==> src/rtl/ublock_ti_pkg.sv <==
// Shared definitions for the 2-share threshold-implementation uBlock-128/128 core.
// Round/latency defaults, counter width and the sequencer state encoding.
package ublock_ti_pkg;

    localparam int UBLOCK_ROUNDS    = 16;
    localparam int UBLOCK_ROUND_LAT = 2;
    localparam int ROUND_CNT_W      = 5;

    typedef enum logic [1:0] {
        IDLE    = 2'd0,
        RUN     = 2'd1,
        CAPTURE = 2'd2,
        DONE    = 2'd3
    } enc_state_t;

    // A one-cycle round still needs a 1-bit sub-cycle counter.
    function automatic int sub_cnt_w(input int lat);
        return (lat > 1) ? $clog2(lat) : 1;
    endfunction

endpackage

==> src/rtl/shared_enc_ctrl.sv <==
// Sequencer for the 2-share TI uBlock-128/128 core: plaintext intake, round
// stepping, key-round indexing and cipher-share capture.
module shared_enc_ctrl
    import ublock_ti_pkg::*;
#(
    parameter int NUM_ROUNDS = UBLOCK_ROUNDS,
    parameter int ROUND_LAT  = UBLOCK_ROUND_LAT
) (
    input  logic                   clk,
    input  logic                   rst,
    input  logic                   in_valid,
    output logic                   in_ready,
    input  logic [127:0]           in_plain0,
    input  logic [127:0]           in_plain1,
    input  logic                   abort,
    output logic                   out_valid,
    input  logic                   out_ready,
    output logic [127:0]           out_cipher0,
    output logic [127:0]           out_cipher1,
    output logic                   busy,
    output logic                   enc_ena,
    output logic [ROUND_CNT_W-1:0] enc_round_cnt,
    output logic [ROUND_CNT_W-1:0] key_round,
    output logic [127:0]           core_plain0,
    output logic [127:0]           core_plain1,
    input  logic [127:0]           core_cipher0,
    input  logic [127:0]           core_cipher1
);

    localparam int SUB_W = sub_cnt_w(ROUND_LAT);
    localparam logic [SUB_W-1:0] SUB_LAST = SUB_W'(ROUND_LAT - 1);
    localparam logic [SUB_W-1:0] SUB_ONE  = SUB_W'(1);
    localparam logic [ROUND_CNT_W-1:0] LAST_RND  = ROUND_CNT_W'(NUM_ROUNDS - 1);
    localparam logic [ROUND_CNT_W-1:0] KEY_FINAL = ROUND_CNT_W'(NUM_ROUNDS);
    localparam logic [ROUND_CNT_W-1:0] RND_ONE   = ROUND_CNT_W'(1);

    enc_state_t             state;
    logic [SUB_W-1:0]       sub_cnt;
    logic [ROUND_CNT_W-1:0] round_cnt;
    logic                   armed;
    logic                   accept;
    logic                   retire;
    logic                   round_end;

    // armed keeps in_ready low for the first cycle out of reset.
    assign in_ready  = armed & ((state == IDLE) |
                                ((state == DONE) & out_ready));
    assign accept    = in_valid & in_ready;
    assign retire    = (state == DONE) & out_ready;
    assign round_end = (sub_cnt == SUB_LAST);

    // round_cnt is zeroed on every exit from CAPTURE, so it can drive the core.
    assign enc_round_cnt = round_cnt;

    always_ff @(posedge clk) begin
        if (rst) begin
            state       <= IDLE;
            armed       <= 1'b0;
            out_valid   <= 1'b0;
            busy        <= 1'b0;
            enc_ena     <= 1'b0;
            round_cnt   <= '0;
            sub_cnt     <= '0;
            key_round   <= '0;
            core_plain0 <= '0;
            core_plain1 <= '0;
            out_cipher0 <= '0;
            out_cipher1 <= '0;
        end else if (abort) begin
            state       <= IDLE;
            armed       <= 1'b1;
            out_valid   <= 1'b0;
            busy        <= 1'b0;
            enc_ena     <= 1'b0;
            round_cnt   <= '0;
            sub_cnt     <= '0;
            key_round   <= '0;
            core_plain0 <= '0;
            core_plain1 <= '0;
            out_cipher0 <= '0;
            out_cipher1 <= '0;
        end else begin
            armed <= 1'b1;
            unique case (state)
                IDLE: begin
                    if (accept) begin
                        core_plain0 <= in_plain0;
                        core_plain1 <= in_plain1;
                        round_cnt   <= '0;
                        sub_cnt     <= '0;
                        key_round   <= '0;
                        busy        <= 1'b1;
                        enc_ena     <= 1'b1;
                        state       <= RUN;
                    end
                end
                RUN: begin
                    if (round_end) begin
                        sub_cnt <= '0;
                        if (round_cnt == LAST_RND) begin
                            key_round <= KEY_FINAL;
                            state     <= CAPTURE;
                        end else begin
                            round_cnt <= round_cnt + RND_ONE;
                            key_round <= round_cnt + RND_ONE;
                        end
                    end else begin
                        sub_cnt <= sub_cnt + SUB_ONE;
                    end
                end
                CAPTURE: begin
                    out_cipher0 <= core_cipher0;
                    out_cipher1 <= core_cipher1;
                    out_valid   <= 1'b1;
                    busy        <= 1'b0;
                    enc_ena     <= 1'b0;
                    round_cnt   <= '0;
                    key_round   <= '0;
                    state       <= DONE;
                end
                DONE: begin
                    if (retire) begin
                        out_valid <= 1'b0;
                        state     <= IDLE;
                        // Back-to-back: retire and accept on the same edge.
                        if (accept) begin
                            core_plain0 <= in_plain0;
                            core_plain1 <= in_plain1;
                            round_cnt   <= '0;
                            sub_cnt     <= '0;
                            key_round   <= '0;
                            busy        <= 1'b1;
                            enc_ena     <= 1'b1;
                            state       <= RUN;
                        end
                    end
                end
                default: state <= IDLE;
            endcase
        end
    end

endmodule

==> config.mk <==
export PLATFORM = sky130hd
export DESIGN_NAME = shared_enc_ctrl
export DESIGN_NICKNAME = d
export VERILOG_FILES = /design/src/rtl/ublock_ti_pkg.sv /design/src/rtl/shared_enc_ctrl.sv
export SDC_FILE = /design/constraint.sdc
export NUM_CORES = 1
export LEC_CHECK = 0
export ABC_AREA = 1
export ABC_CLOCK_PERIOD_IN_PS = 2450
export BUFFER_PORTS_ARGS = -buffer_cell sky130_fd_sc_hd__clkbuf_2
export CAP_MARGIN = 20
export CORE_AREA = 2 2 410 412
export CTS_BUF_LIST = sky130_fd_sc_hd__clkbuf_8 sky130_fd_sc_hd__clkbuf_16
export CTS_CLUSTER_SIZE = 40
export DETAILED_ROUTE_END_ITERATION = 8
export DIE_AREA = 0 0 412 414
export GPL_ROUTABILITY_DRIVEN = 0
export PLACE_DENSITY = 0.36
export RECOVER_POWER = 25
export SETUP_SLACK_MARGIN = 0.02
export SKIP_CTS_REPAIR_TIMING = 1
export SLEW_MARGIN = 20
export SYNTH_ARGS = -nofsm -noshare
export SYNTH_HDL_FRONTEND = slang
export SYNTH_SLANG_ARGS = --single-unit
==> constraint.sdc <==
create_clock -name clk -period 2.45 [get_ports clk]
set_clock_uncertainty 0.2 [all_clocks]
set_input_delay 0.49 -clock clk [delete_from_list [all_inputs] [get_ports clk]]
set_output_delay 0.49 -clock clk [all_outputs]
set_load 0.01 [all_outputs]
==> results of run 1 <==
power breakdown:
group	internal [mW]	switching (mW)	total, mW
Clock	5.95	4.17	10.1
Sequential	8.84	0.124	8.97
Combinational	1.27	1.42	2.69
Total	16.1	5.71	21.8
routing by layer:
layer	global-route usage, %	part of all wire, %	wire [microns]
met5	0	0	0
met2	17.47	50	46250
met4	3.266	2.6	2465
met1	11.82	42	38760
met3	3.145	6.2	5819
kinds of logic after synthesis:
logic type	count (synthesis)	share of synthesized area [%]
AOI/OAI and AO/OA	790	21.27
and+or+nand+nor	555	11.30
DFF	529	56.73
buffers and inverters	445	10.07
adders and majority gates	8	0.5362
xor gates and xnor gates	2	0.09385
synth_stat cells:
cell,n
a21boi_0,1
a21oi_1,529
a21oi_4,1
and3_1,1
buf_1,4
buf_2,27
buf_4,3
buf_6,22
clkbuf_1,114
dfxtp_1,529
ha_1,8
inv_1,274
inv_2,1
nand2_1,538
nand2_2,1
nand3_1,6
nand3_2,1
nand3b_1,1
nand4_1,1
nor2_1,5
nor3_1,1
o211ai_1,1
o21ai_0,258
xor2_1,2
path summary, 6_finish.rpt:
kind,from,to
setup / recovery,rst,out_cipher0[91]
hold / removal,in_valid,state[1]
setup reg to reg,state[1],out_cipher0[102]
hold reg to reg,round_end,round_end
worst max-delay path: cells and delay by family:
family          cells  cell delay [ns]
buf+inv             6             1.95
simple gates        1             0.04
compound gates      1             0.07
registers in the layout, summed over array words and instances (netlist names):
name           count
round_end          1
core_plain0      128
out_cipher1      128
enc_ena            1
out_cipher0      128
key_round          5
busy               1
state              2
enc_round_cnt      5
armed              1
core_plain1      128
out_valid          1
final cells by class:
| class | instances | area, sq um |
|---|---|---|
| antenna | 5 | 12.51 |
| clock buffer | 84 | 1956 |
| clock inverter | 34 | 264.0 |
| fill | 18860 | 132600 |
| inverter | 275 | 1045 |
| multi-input combinational | 1355 | 6218 |
| sequential | 529 | 10600 |
| tap | 2204 | 2758 |
| timing repair buffer | 1622 | 10880 |
per-stage QoR:
stage | utilization (%) | TNS [ns]
floorplan | - | 0
global placement | 15.99 | 0
detailed placement | 15.99 | 0
CTS | 17.32 | -0.1908
global route | 20.28 | -0.004737
finish | 20.28 | 0
==> results.md, run 1 <==
| Result | This run |
|---|---|
| Post-route fraction of the period consumed by the critical path | 93.54% |
| Cells after Synth | 2329 |
| CTS tree | built |
| Number of H-tree branching levels | 3 |
| WP data arrival | 2.63 ns |
| Flop2flop setup slack | 0.22 ns |
| Die boundary width | 412 microns |
| Total of warnings raised by yosys | 0 |
| CTS clock-pin slew for the worst setup and hold paths | 0.06 ns |
| Sort of element at the end of the critical path | register |
| Die Area | 170600 sq um |
| I/O Pins | 1043 |
| Worst vdd ir | 0.5132 mV |
| Synthesized Nets | 2854 |
| Initial standard-cell utilization of the core | 11.23% |
| Via total after detailed routing | 20865 |
| Area after detailed placement | 26590 sq um |
| CTS root buf | clkbuf_16 |
| Final Max Slew Viols | 0 |
| Total power per unit cell area | 645.8 nW/um^2 |
| Overflow left after global routing | 0 |
| Via count of the first global-routing pass | 18240 |
| Share of the synthesized area in the top cell type | 56.73% |
| Setup Crit Path Kind | in2reg |
| Count of unique library cells instantiated by Yosys | 24 |
| Worst-case reg-to-reg path depth | 6 |
| Crit path required time | 2.79 ns |
| Clock buffer count from CTS | 69 |
| Fraction of layout instances using a drive strength above 1 | 28.24% |
| Total length of routed wires | 93.30 mm |
| Final-report hold violation count | 0 |
| Max-Slew Margin vs Limit | 46.04% |
| Leading cell types by total area after synthesis | dfxtp_1 (57%), a21oi_1 (14%), nand2_1 (11%) |
| Area growth from synthesis to final layout | 80.66% |
| Most frequent cells in the layout | clkbuf_2 (932), nand2_1 (538), a21oi_1 (529) |
| Outcome | finished, final reports clean |
| Number of placed cells counting well taps | 5471 |
| Minimum period implied by the final worst setup slack | 2.292 ns |
| Timing-limited maximum frequency | 436.3 MHz |
| Synthesized flop and latch total | 529 |
| Post-synthesis sequential area ratio | 56.73% |
| Crit path launch type | primary input |
| Post-DP HPWL | 69.93 mm |
| Mapped Avg Cell Area | 8.015 sq um |
| Deepest clock path buffer count | 3 |
| Initial drt markers | 1036 |
| Global-route wire length before repair | 128.0 mm |
| Count of port buffers added during placement | 1042 |
| Average wire per standard cell | 15.27 microns |
| Kind of path behind the tightest hold check | in2reg |
| Router iterations before antenna repair | 5 |
| Pleak | 14.88 nW |
| CTS Sinks | 529 |
| Pin slew with the least headroom to its limit | 0.8094 ns |
| Pin count of the biggest net entering global routing | 75 |
| Top fanout value on the critical path | 26 |
| Cell accounting for the most synthesized area | dfxtp_1 |
| Setup slack of the critical path after layout | 0.1582 ns |
| Remaining DRCs | 0 |
| Vertical die dimension | 414 microns |
| Floorplan row count | 150 |
| Number of nets with antenna violations after routing | 0 |
| Post-layout instance area | 33730 sq um |
| Post-route insts no fill | 6108 |
| Vias/cell | 3.416 |
| Post-route total power | 21.78 mW |
| Critical Path Most Common Cell | buf_6 |
| WHS | 0.1866 ns |
| Max incr delay on CP | 0.54 ns |
| Number of stages on the worst hold path | 5 |
| Pre-CTS setup slack | 0.2275 ns |
| Max-cap viol count | 0 |
| Commonest non-fill, non-tap cell in the layout | clkbuf_2 |
| Clock latency reported for the late side of the worst-skew pair | 0.65 ns |
| Ordered list of cells on the worst path | dlygate4sd3_1 > clkbuf_1 > nor2_4 > buf_6 > inv_4 > clkbuf_4 > buf_6 > a21oi_1 |
| Cell area after synthesis | 18670 sq um |
| Count of nets after finishing | 4377 |
| Cell with the largest stage delay on the worst path | dlygate4sd3_1 |
| Antenna violations before repair | 6 |
| Core Box Area | 166300 sq um |
| Final setup viols | 0 |
| Global-route usage over all layers | 10.13% |
(Power assumes the default switching activity.)
==> run 2: changes to the inputs <==
--- a/config.mk
+++ b/config.mk
@@ -9,13 +9,15 @@
 export ABC_CLOCK_PERIOD_IN_PS = 2450
 export BUFFER_PORTS_ARGS = -buffer_cell sky130_fd_sc_hd__clkbuf_2
 export CAP_MARGIN = 20
+export CELL_PAD_IN_SITES_DETAIL_PLACEMENT = 0
+export CELL_PAD_IN_SITES_GLOBAL_PLACEMENT = 2
 export CORE_AREA = 2 2 410 412
 export CTS_BUF_LIST = sky130_fd_sc_hd__clkbuf_8 sky130_fd_sc_hd__clkbuf_16
 export CTS_CLUSTER_SIZE = 40
 export DETAILED_ROUTE_END_ITERATION = 8
 export DIE_AREA = 0 0 412 414
 export GPL_ROUTABILITY_DRIVEN = 0
-export PLACE_DENSITY = 0.36
+export PLACE_DENSITY = 0.52
 export RECOVER_POWER = 25
 export SETUP_SLACK_MARGIN = 0.02
 export SKIP_CTS_REPAIR_TIMING = 1
==> run 2 against run 1 <==
First-iteration DRC count fell by 23%. Maximum frequency down 0.96%. Critical path type is now reg2out. Clock power about the same. Critical endpoint is now in_ready. Sequential share of layout area up 0.057 points. Sequential power is essentially flat. Cell count hardly changed. Wire length increased by 5.5%.
==> results.md, run 2 (synthesis gave the netlist of run 1 again) <==
| Result | This run |
|---|---|
| Via count of the first global-routing pass | 18535 |
| Pre-CTS setup slack | 0.2035 ns |
| Count of port buffers added during placement | 1042 |
| Final setup viols | 0 |
| Setup slack of the critical path after layout | 0.1360 ns |
| Outcome | finished, final reports clean |
| Fraction of layout instances using a drive strength above 1 | 25.30% |
| Global-route wire length before repair | 135.2 mm |
| Overflow left after global routing | 0 |
| Cell with the largest stage delay on the worst path | dfxtp_2 |
| Post-route insts no fill | 6109 |
| Commonest non-fill, non-tap cell in the layout | clkbuf_2 |
| Number of placed cells counting well taps | 5472 |
| Setup repair after global routing missed its margin | false |
| Max incr delay on CP | 0.38 ns |
| Pin slew with the least headroom to its limit | 0.6579 ns |
| Number of H-tree branching levels | 3 |
| Setup Crit Path Kind | reg2out |
| Minimum period implied by the final worst setup slack | 2.314 ns |
| Kind of path behind the tightest hold check | in2reg |
| Post-route fraction of the period consumed by the critical path | 94.45% |
| WP data arrival | 1.62 ns |
| Pleak | 14.54 nW |
| Vertical die dimension | 414 microns |
| Clock buffer count from CTS | 71 |
| Initial standard-cell utilization of the core | 11.23% |
| Total power per unit cell area | 644.7 nW/um^2 |
| Pin count of the biggest net entering global routing | 80 |
| Ordered list of cells on the worst path | ha_2 > nand2_2 > a21boi_2 > buf_4 |
| Max-cap viol count | 0 |
| Timing-limited maximum frequency | 432.1 MHz |
| Sort of element at the end of the critical path | output port |
| Initial drt markers | 797 |
| Die boundary width | 412 microns |
| Crit path required time | 1.76 ns |
| Antenna violations before repair | 4 |
| CTS tree | built |
| Count of nets after finishing | 4379 |
| Clock latency reported for the late side of the worst-skew pair | 0.64 ns |
| Router iterations before antenna repair | 4 |
| CTS root buf | clkbuf_16 |
| Global-route usage over all layers | 10.86% |
| CTS Sinks | 529 |
| Final-report hold violation count | 0 |
| I/O Pins | 1043 |
| Max-Slew Margin vs Limit | 56.14% |
| Top fanout value on the critical path | 5 |
| Remaining DRCs | 0 |
| Via total after detailed routing | 20643 |
| CP bufs+invs | 1 |
| Average wire per standard cell | 16.11 microns |
| Total length of routed wires | 98.43 mm |
| Floorplan row count | 150 |
| Deepest clock path buffer count | 3 |
| Number of nets with antenna violations after routing | 0 |
| Family of cells with the greatest summed delay on the critical path | flip-flops |
| Setup Total Neg Slack | 0 ns |
| Worst vdd ir | 0.4375 mV |
| Most frequent cells in the layout | clkbuf_2 (811), nand2_1 (538), a21oi_1 (529) |
| Final Max Slew Viols | 0 |
| Post-DP HPWL | 75.16 mm |
| Area growth from synthesis to final layout | 80.34% |
| Die Area | 170600 sq um |
| Crit path launch type | register |
| Vias/cell | 3.379 |
| Core Box Area | 166300 sq um |
| CTS clock-pin slew for the worst setup and hold paths | 0.06 ns |
run 2: cell count changes in the layout (fill, tap and decap cells not counted), moves of 3 or more:
cell      change
clkbuf_1    +112
clkbuf_2    -121
buf_12       +10
clkinv_2      +4
buf_4         +6
clkbuf_4      -3
inv_1         +4
buf_6         -3
run 2: final timing paths:
check	startpoint	slack (ns)	cells after the start	endpoint
max	state[0]	0.14	4	in_ready
min	core_cipher0[40]	0.05	3	out_cipher0[40]
max reg2reg	state[0]	0.27	10	core_plain0[22]
min reg2reg	busy	0.25	2	busy
run 2: worst register-to-register path, cell delays in order (launching register included):
cell and delay (ns):
dfxtp_2 0.38, ha_2 0.20, nand2_2 0.11, nand2_1 0.09, nand3_2 0.11, a21oi_4 0.16
buf_12 0.18, buf_12 0.22, buf_12 0.21, o21ai_0 0.10, a21oi_1 0.17
run 2: stage by stage:
stage	hold WS [ns]	util, %	cell area, sq um	total power [mW]
final	0.04528	20.25	33660	21.70
after global placement	0.2465	16.03	26660	11.26
after CTS	-0.2509	17.34	28830	21.59
after global routing	0.03832	20.25	33660	22.80
after floorplan	0.2265	-	18670	10.06
after detailed placement	0.2444	16.03	26660	11.26
run 2: per-layer routing:
| layer | wire [microns] | GRT usage [%] | up-vias |
|---|---|---|---|
| met5 | 13 | 0 | - |
| met4 | 2582 | 4.151 | 2 |
| met3 | 6180 | 3.547 | 124 |
| met2 | 51650 | 19.88 | 533 |
| met1 | 38010 | 11.39 | 9470 |
| li1 | - | - | 10514 |
run 2: power by group:
group	internal, mW	leakage, nW	switching (mW)
logic	1.30	9.10	1.43
registers	8.84	4.29	0.121
clock network	5.78	1.16	4.23
total	15.9	14.5	5.78
run 2: cell type report:
| class | instances | area [sq um] |
|---|---|---|
| flip-flops and latches | 529 | 10600 |
| clock inverters | 38 | 244.0 |
| fillers | 19173 | 132600 |
| multi-input cells | 1355 | 6216 |
| well taps | 2204 | 2758 |
| repair buffers | 1622 | 10870 |
| diodes | 4 | 10.01 |
| clock buffers | 82 | 1928 |
| inverters | 275 | 1042 |
==> run 3: changes to the inputs <==
--- a/config.mk
+++ b/config.mk
@@ -7,9 +7,9 @@
 export LEC_CHECK = 0
 export ABC_AREA = 1
 export ABC_CLOCK_PERIOD_IN_PS = 2450
-export BUFFER_PORTS_ARGS = -buffer_cell sky130_fd_sc_hd__clkbuf_2
+export BUFFER_PORTS_ARGS = -buffer_cell sky130_fd_sc_hd__buf_4
 export CAP_MARGIN = 20
-export CELL_PAD_IN_SITES_DETAIL_PLACEMENT = 0
+export CELL_PAD_IN_SITES_DETAIL_PLACEMENT = 2
 export CELL_PAD_IN_SITES_GLOBAL_PLACEMENT = 2
 export CORE_AREA = 2 2 410 412
 export CTS_BUF_LIST = sky130_fd_sc_hd__clkbuf_8 sky130_fd_sc_hd__clkbuf_16
==> run 3 against run 2 <==
Combinational power rose by 14%. Sequential power is essentially flat. Setup slack got worse by 0.036 ns. Maximum frequency fell by 1.5%. Flip-flop and latch count did not move. Utilization up 1.3 points. Global-route usage grew 1.1 points. Non-clock buffer count increased by 6. Critical endpoint is now out_cipher0[40].
==> results.md, run 3 (synthesis gave the netlist of run 1 again) <==
| Result | This run |
|---|---|
| Vertical die dimension | 414 microns |
| Most frequent cells in the layout | buf_4 (831), nand2_1 (538), a21oi_1 (529) |
| Fraction of layout instances using a drive strength above 1 | 24.85% |
| CTS Sinks | 529 |
| Clock latency reported for the late side of the worst-skew pair | 0.63 ns |
| Top fanout value on the critical path | 12 |
| Initial drt markers | 775 |
| Remaining DRCs | 0 |
| Pin slew with the least headroom to its limit | 0.8548 ns |
| Setup Crit Path Kind | reg2reg |
| Commonest non-fill, non-tap cell in the layout | buf_4 |
| Crit path launch type | register |
| Number of placed cells counting well taps | 5480 |
| Timing-limited maximum frequency | 425.5 MHz |
| Max incr delay on CP | 0.69 ns |
| Area growth from synthesis to final layout | 92.00% |
| Total power per unit cell area | 625.9 nW/um^2 |
| Clock buffer count from CTS | 74 |
| Max-Slew Margin vs Limit | 43.01% |
| Post-route insts no fill | 6132 |
| Global-route usage over all layers | 11.94% |
| CTS clock-pin slew for the worst setup and hold paths | 0.06 ns |
| Vias/cell | 3.565 |
| Core Box Area | 166300 sq um |
| Total length of routed wires | 111.5 mm |
| Number of H-tree branching levels | 3 |
| Via total after detailed routing | 21860 |
| Initial standard-cell utilization of the core | 11.23% |
| Post-DP HPWL | 82.63 mm |
| Count of nets after finishing | 4388 |
| Overflow left after global routing | 0 |
| Number of nets with antenna violations after routing | 0 |
| Router iterations before antenna repair | 4 |
| Max-cap viol count | 0 |
| Crit path required time | 2.81 ns |
| Final-report hold violation count | 0 |
| WP data arrival | 2.71 ns |
| CP bufs+invs | 2 |
| Final Max Slew Viols | 0 |
| Number of stages on the worst hold path | 3 |
| Die Area | 170600 sq um |
| Floorplan row count | 150 |
| Die boundary width | 412 microns |
| Minimum period implied by the final worst setup slack | 2.350 ns |
| Pin count of the biggest net entering global routing | 57 |
| Sort of element at the end of the critical path | register |
| Outcome | finished, final reports clean |
| Antenna violations before repair | 10 |
| Via count of the first global-routing pass | 20935 |
| Pleak | 15.13 nW |
| I/O Pins | 1043 |
| Post-route total power | 22.43 mW |
| Worst-case reg-to-reg path depth | 5 |
| CTS tree | built |
| Ordered list of cells on the worst path | inv_4 > ha_4 > clkbuf_1 > nand2_1 > a21oi_1 |
| Average wire per standard cell | 18.18 microns |
| Cell with the largest stage delay on the worst path | clkbuf_1 |
| CTS root buf | clkbuf_16 |
| Final cell utilization of the core | 21.56% |
| Count of port buffers added during placement | 1042 |
| Number of cells on the critical path | 5 |
| Post-route fraction of the period consumed by the critical path | 95.93% |
| Final setup viols | 0 |
| Global-route wire length before repair | 149.6 mm |
| Family of cells with the greatest summed delay on the critical path | buffers and inverters |
| Worst vdd ir | 0.3968 mV |
| Deepest clock path buffer count | 3 |
| Kind of path behind the tightest hold check | in2reg |
## run 3: metrics by stage
step                      hold slack [ns]  area, sq um  setup slack (ns)   TNS (ns)
after global routing             0.006087        35840         -0.006383  -0.006383
after detailed placement           0.2534        29340            0.1311          0
final                             0.02719        35840           0.09972          0
after floorplan                    0.2265        18670            0.5302          0
after CTS                         -0.2483        31640           -0.1438    -0.1438
after global placement             0.2486        29340            0.2151          0
## run 3: per-layer routing
layer,up-vias,share of wire [%],routed length [microns],track usage [%]
li1,10534,-,-,-
met1,10623,37,41540,12.04
met2,542,54,60410,22.71
met3,161,5.6,6201,3.949
met4,0,3.0,3344,3.897
met5,-,0,0,0
## run 3: final cells by class
class / count / area, sq um
inverters: 275 / 1052
well taps: 2204 / 2758
fillers: 19490 / 130400
clock inverters: 39 / 206.4
diodes: 12 / 30.03
clock buffers: 90 / 2095
multi-input cells: 1355 / 6238
repair buffers: 1628 / 12870
flip-flops and latches: 529 / 10600
## run 3: final timing paths
check | startpoint | to | slack [ns]
worst max-delay path | state[0] | out_cipher0[40] | 0.1
worst min-delay path | in_plain0[13] | core_plain0[13] | 0.03
worst max register to register | state[0] | out_cipher0[40] | 0.1
worst min register to register | round_end | round_end | 0.25
## run 3: worst min-delay path: stages
cell and delay [ns]:
buf_4 0.08, inv_1 0.10, a21oi_1 0.14
## run 3: power breakdown
| group | leakage [nW] | internal [mW] | switching [mW] |
|---|---|---|---|
| Combinational | 9.61 | 1.60 | 1.52 |
| Sequential | 4.29 | 8.85 | 0.134 |
| Clock | 1.24 | 6.02 | 4.31 |
| Total | 15.1 | 16.5 | 5.97 |
